File: config.mk
export PLATFORM = sky130hd
export DESIGN_NAME = disp_scan_ctrl
export DESIGN_NICKNAME = d
export VERILOG_FILES = /design/src/rtl/disp_scan_ctrl.sv
export SDC_FILE = /design/constraint.sdc
export NUM_CORES = 1
export LEC_CHECK = 0
export BUFFER_PORTS_ARGS = -buffer_cell sky130_fd_sc_hd__buf_2
export CAP_MARGIN = 20
export CORE_MARGIN = 1
export CORE_UTILIZATION = 23
export CTS_BUF_LIST = sky130_fd_sc_hd__clkbuf_16
export DETAILED_ROUTE_END_ITERATION = 16
export PLACE_DENSITY_LB_ADDON = 0.05
export SYNTH_ARGS = -nofsm -noshare
export SYNTH_HDL_FRONTEND = slang
export SYNTH_SLANG_ARGS = --single-unit
File: constraint.sdc
create_clock -name clk -period 4.45 [get_ports clk]
set_input_delay 0.89 -clock clk [delete_from_list [all_inputs] [get_ports clk]]
set_output_delay 0.89 -clock clk [all_outputs]
set_load 0.02 [all_outputs]
File: src/rtl/disp_scan_ctrl.sv
// disp_scan_ctrl: latches UART bytes for the segment decoder and time-multiplexes its three
// codes onto one active-low segment bus. Optional macro RX_ACTIVITY_DP_EN adds an activity dot (dp).
module disp_scan_ctrl #(
  parameter int REFRESH_DIV = 50000,
  parameter int HOLD_FRAMES = 1000
) (
  input  logic       clk,
  input  logic       rst,
  input  logic [7:0] rx_data,
  input  logic       rx_done,
  output logic [7:0] dec_in,
  output logic       dec_bandera,
  input  logic [6:0] msg_seg,
  input  logic [6:0] el_seg,
  input  logic [6:0] yo_seg,
  output logic [6:0] seg,
  output logic [3:0] an
`ifdef RX_ACTIVITY_DP_EN
  ,
  output logic       dp
`endif
);

  localparam int CW = (REFRESH_DIV > 1) ? $clog2(REFRESH_DIV) : 1;
  localparam int HW = (HOLD_FRAMES > 0) ? $clog2(HOLD_FRAMES + 1) : 1;
  localparam logic [CW-1:0] CNT_LAST  = CW'(REFRESH_DIV - 1);
  localparam logic [HW-1:0] HOLD_LAST = (HOLD_FRAMES > 0) ? HW'(HOLD_FRAMES - 1) : '0;

  typedef enum logic [1:0] {S_MSG, S_EL, S_YO, S_OFF} slot_t;

  slot_t          slot_q, slot_d;
  logic [CW-1:0]  cnt_q, cnt_d;
  logic [HW-1:0]  hold_q, hold_d;
  logic [7:0]     dec_in_d;
  logic           band_d;
  logic [6:0]     seg_d;
  logic [3:0]     an_d;
  logic           cnt_last, guard, frame_end;

  assign cnt_last  = (cnt_q == CNT_LAST);
  assign guard     = (cnt_q == '0);
  assign frame_end = (slot_q == S_OFF) && cnt_last;

  // NOTE: sequential state uses non-blocking assignments so every register samples pre-edge values.
  always_ff @(posedge clk or posedge rst) begin
    if (rst) begin
      slot_q      <= S_MSG;
      cnt_q       <= '0;
      hold_q      <= '0;
      dec_in      <= 8'h00;
      dec_bandera <= 1'b0;
      seg         <= 7'b1111111;
      an          <= 4'b1111;
    end else begin
      slot_q      <= slot_d;
      cnt_q       <= cnt_d;
      hold_q      <= hold_d;
      dec_in      <= dec_in_d;
      dec_bandera <= band_d;
      seg         <= seg_d;
      an          <= an_d;
    end
  end

  always_comb begin
    // NOTE: every signal written here gets a default first, so no path can infer a latch.
    slot_d   = slot_q;
    cnt_d    = cnt_q + 1'b1;
    an_d     = 4'b1111;
    seg_d    = 7'b1111111;
    dec_in_d = dec_in;
    band_d   = dec_bandera;
    hold_d   = hold_q;

    if (cnt_last) begin
      cnt_d = '0;
      unique case (slot_q)
        S_MSG: slot_d = S_EL;
        S_EL:  slot_d = S_YO;
        S_YO:  slot_d = S_OFF;
        S_OFF: slot_d = S_MSG;
      endcase
    end

    // The guard cycle keeps anodes dark but already presents the slot's code on seg.
    unique case (slot_q)
      S_MSG: begin seg_d = msg_seg; if (!guard) an_d = 4'b1110; end
      S_EL:  begin seg_d = el_seg;  if (!guard) an_d = 4'b1101; end
      S_YO:  begin seg_d = yo_seg;  if (!guard) an_d = 4'b1011; end
      S_OFF: begin seg_d = 7'b1111111; an_d = 4'b1111; end
    endcase

    // A new byte wins over an expiry landing in the same cycle.
    if (rx_done) begin
      dec_in_d = rx_data;
      band_d   = 1'b1;
      hold_d   = '0;
    end else if (frame_end && dec_bandera && (HOLD_FRAMES != 0)) begin
      if (hold_q == HOLD_LAST) begin
        band_d = 1'b0;
        hold_d = '0;
      end else begin
        hold_d = hold_q + 1'b1;
      end
    end
  end

`ifdef RX_ACTIVITY_DP_EN
  logic [3:0] act_q, act_d;
  logic       dp_d;

  // act_q counts the frame ends left in the activity window; dp follows the msg anode.
  always_comb begin
    act_d = act_q;
    if (rx_done)
      act_d = 4'd8;
    else if (frame_end && (act_q != 4'd0))
      act_d = act_q - 4'd1;
    dp_d = ~((act_q != 4'd0) && (an_d == 4'b1110));
  end

  always_ff @(posedge clk or posedge rst) begin
    if (rst) begin
      act_q <= 4'd0;
      dp    <= 1'b1;
    end else begin
      act_q <= act_d;
      dp    <= dp_d;
    end
  end
`endif

endmodule
==> summary.md <==
| Metric | Value |
|---|---|
| DR pass1 iterations | `4` |
| Clock Power Share | `0.455` |
| Area of the die | `between 0.01 and 0.015 sq mm` |
| Synth Instances | `223` |
| RSZ-0062 raised after global routing | `no` |
| Clk_lat worst skew | `about 0.29 ns` |
| Syn Nets | `262` |
| Clock slew at reported path FFs | `roughly 0.07 ns` |
| Die width | `approximately 100 um` |
| Critical Path Source | `cnt_q[10]` |
| Synth top area share | `0.3978` |
| Part of the power in registers | `0.474` |
| Number of synthesized register bits | `47` |
| Vias in the first global route | `approximately 1,800` |
| Antenna violations before repair | `0` |
| Largest net degree at the start of global routing | `48` |
| Io pins | `52` |
| Crit-path max FO | `16` |
| Net Sw Frac | `0.2232` |
| Async set or reset register ratio after synthesis | `1.000` |
| Max VDD drop | `about 130 uV` |
| Initial Utilization | `0.2381` |
| Pwr dens | `approximately 330 mW/mm^2` |
| # diodes | `0` |
| Worst Tran Pin Value | `~0.66 ns` |
| Clk buf depth | `2` |
| Total Routing Usage GR | `0.1136` |
| Buffers added on ports | `50` |
| Reg-to-Reg Start | `cnt_q[10]` |
| Residual DRC | `0` |
| Max Cap Violations | `0` |
| First-pass GRT wire length | `slightly above 9000 um` |
| Post-CTS Setup Bufs | `0` |
| CTS Sinks | `47` |
| Max_slew headroom | `0.5534` |
| Cell taking the most area after synthesis | `dfrtp_1` |
| Post-synth EDFFs | `0` |
| Comb power frac | `0.071` |
| Area of the core | `approximately 0.01 sq mm` |
| Share of cells above drive strength 1 | `0.3037` |
| Initial drt markers | `53` |
| Fmax | `just under 400 MHz` |
| DP HPWL | `3774 um` |
| Final hold vios | `0` |
| Final period utilization | `0.5714` |
| Post-cts resize count | `0` |
| Hold Path Class | `reg -> reg` |
| Routed vias/inst | `~4.6` |
| Fraction of the yosys area taken by sequential cells | `0.5108` |
| TritonCTS clock tree | `yes` |
| Count of cell types in the netlist | `44` |
| Num CTS Buffers | `5` |
| Data arrival, critical path | `approximately 2.8 ns` |
| FF-to-FF path depth | `4` |
| Avg Cell Area, Syn | `10.44 sq um` |
| Startpoint Class | `register` |
| Crit path time final | `around 2.5 ns` |
| GPL Wtd Cong | `about 0.73` |
| Post-DRT Antenna Nets | `0` |
| Critical path capture point type | `register` |
| Total grt overflow | `0` |
| Psw | `0.2107 mW` |
| Clock root cell | `clkbuf_16` |
| Post-synth top flop | `dfrtp_1` |
| End of the worst register-to-register path | `hold_q[2]` |
| Cts hold-fix bufs | `0` |
| Die Y | `roughly 100 um` |
| Leading cell types by total area after synthesis | `dfrtp_1 40%, dfstp_2 11%, mux2_2 3.9%` |
| Post-route setup TNS | `0 ns` |
| Mapped Area | `0.002327 sq mm` |
| WS Path Type | `reg -> reg` |
| Final Max Tran Viols | `0` |
| Synth-to-Final Area Change | `23.92%` |
| CP required | `~4.7 ns` |
| Total internal power | `0.7334 mW` |
| Yosys warns | `0` |
| Status | `complete, no violations` |
| Final setup violation count | `0` |
| DR vias | `between 1,500 and 2,000` |
| Row cnt | `36` |
| Clk_skew | `~0.01 ns` |
| Total Routed Length | `about 5500 um` |
| Worst hold slack | `between 0.5 and 0.6 ns` |
| R2R setup slack | `between 1.5 and 2 ns` |
| Leakage power | `1.233 nW` |
| Nets@finish | `308` |
| Util after Layout | `0.2951` |
| Wirelength per Cell | `about 14 um` |
| Worst Setup EP | `hold_q[2]` |
| H-tree depth | `2` |
-- power by group through the flow --
stage               Sequential (mW)  Clock (mW)  Combinational, mW
floorplan                     0.469           0             0.0234
global placement              0.456           0             0.0665
detailed placement            0.456           0             0.0669
CTS                           0.448       0.445             0.0669
global route                  0.449       0.464             0.0748
finish                        0.448       0.429             0.0669
-- placed cells by master (no fill, tap or decap), drive strengths merged, types with 2 or more instances in the layout --
cell type,instances
a32oi,2
a211oi,4
o21ai,8
inv,11
xor2,5
and4,4
nand2,12
or3,3
a31oi,2
nand3,9
and3,5
ha,7
o31ai,2
nor4,3
dfrtp,37
mux2,8
and2,3
o32ai,2
xnor2,6
dfstp,10
a21oi,13
clkbuf,5
nand2b,3
mux2i,2
buf,52
nor2,17
a221oi,7
a2111oi,2
or4,4
nand4,10
-- logic make-up after synthesis --
group | Yosys count | synth area share
DFF | 47 | 0.5108
buffers and inverters | 23 | 0.03925
AOI/OAI and AO/OA | 46 | 0.1344
other | 1 | 0.001611
adders and majority gates | 7 | 0.03763
muxes | 10 | 0.04731
and+or+nand+nor | 78 | 0.1876
xor gates and xnor gates | 11 | 0.04140
-- routing by layer --
layer | up-vias | part of all wire | GRT usage
met3 | 6 | 0.027 | 0.02441
li1 | 907 | - | -
met5 | - | 0 | 0
met2 | 19 | 0.49 | 0.1856
met1 | 903 | 0.48 | 0.1493
met4 | 0 | 0.012 | 0.03626
-- critical path, cell delays in order (launching register included) --
cell and delay [ns]:
dfrtp_1 0.42, or4_4 0.57, or4_1 0.83, or4_1 0.50, a21oi_1 0.15
-- synthesized netlist by cell type (all sizes together), types with 4 or more instances --
cell and count:
and4 4, a211oi 4, or4 4, nor2 17
inv 10, xnor2 6, nand3 9, mux2 8
a221oi 7, o21ai 8, dfstp 10, a21oi 13
nand2 12, dfrtp 37, nand4 10, ha 7
xor2 5, and3 5, clkbuf 10
-- how the worst min path moves through the flow --
| stage | from | end | cells after the start | slack, ns |
|---|---|---|---|---|
| 3_3_place_gp | dec_in[7] | dec_in[7] | 1 | 0.48 |
| 5_1_grt | dec_in[3] | dec_in[3] | 1 | 0.52 |
| 4_1_cts | cnt_q[12] | cnt_q[12] | 1 | 0.50 |
| 6_report | cnt_q[0] | cnt_q[0] | 1 | 0.50 |
| 2_1_floorplan | cnt_q[0] | cnt_q[0] | 1 | 0.45 |
| 3_5_place_dp | cnt_q[12] | cnt_q[12] | 1 | 0.49 |
-- stage by stage --
| step | area [sq um] | worst slack [ns] | instances | power [mW] |
|---|---|---|---|---|
| 2_1_floorplan | 2327 | 2.250 | 223 | 0.4927 |
| 3_3_place_gp | 2698 | 1.924 | 394 | 0.5220 |
| 3_5_place_dp | 2698 | 1.900 | 394 | 0.5227 |
| 4_1_cts | 2864 | 1.886 | 402 | 0.9602 |
| 5_1_grt | 2884 | 1.771 | 403 | 0.9878 |
| 6_report | 2884 | 1.907 | 403 | 0.9441 |
-- state kept, by name, indices dropped and copies added (netlist names) --
name / flops
dec_bandera: 1
hold_q: 10
slot_q: 2
an: 3
cnt_q: 16
dec_in: 8
seg: 7
-- cell type report --
type | count | area (sq um)
clock inverters | 3 | 41.29
inverters | 10 | 37.54
clock buffers | 5 | 125.1
fillers | 1058 | 6890
well taps | 133 | 166.4
multi-input cells | 153 | 1047
repair buffers | 52 | 277.8
flip-flops and latches | 47 | 1189
No activity file was read; power rests on OpenSTA's default activity.
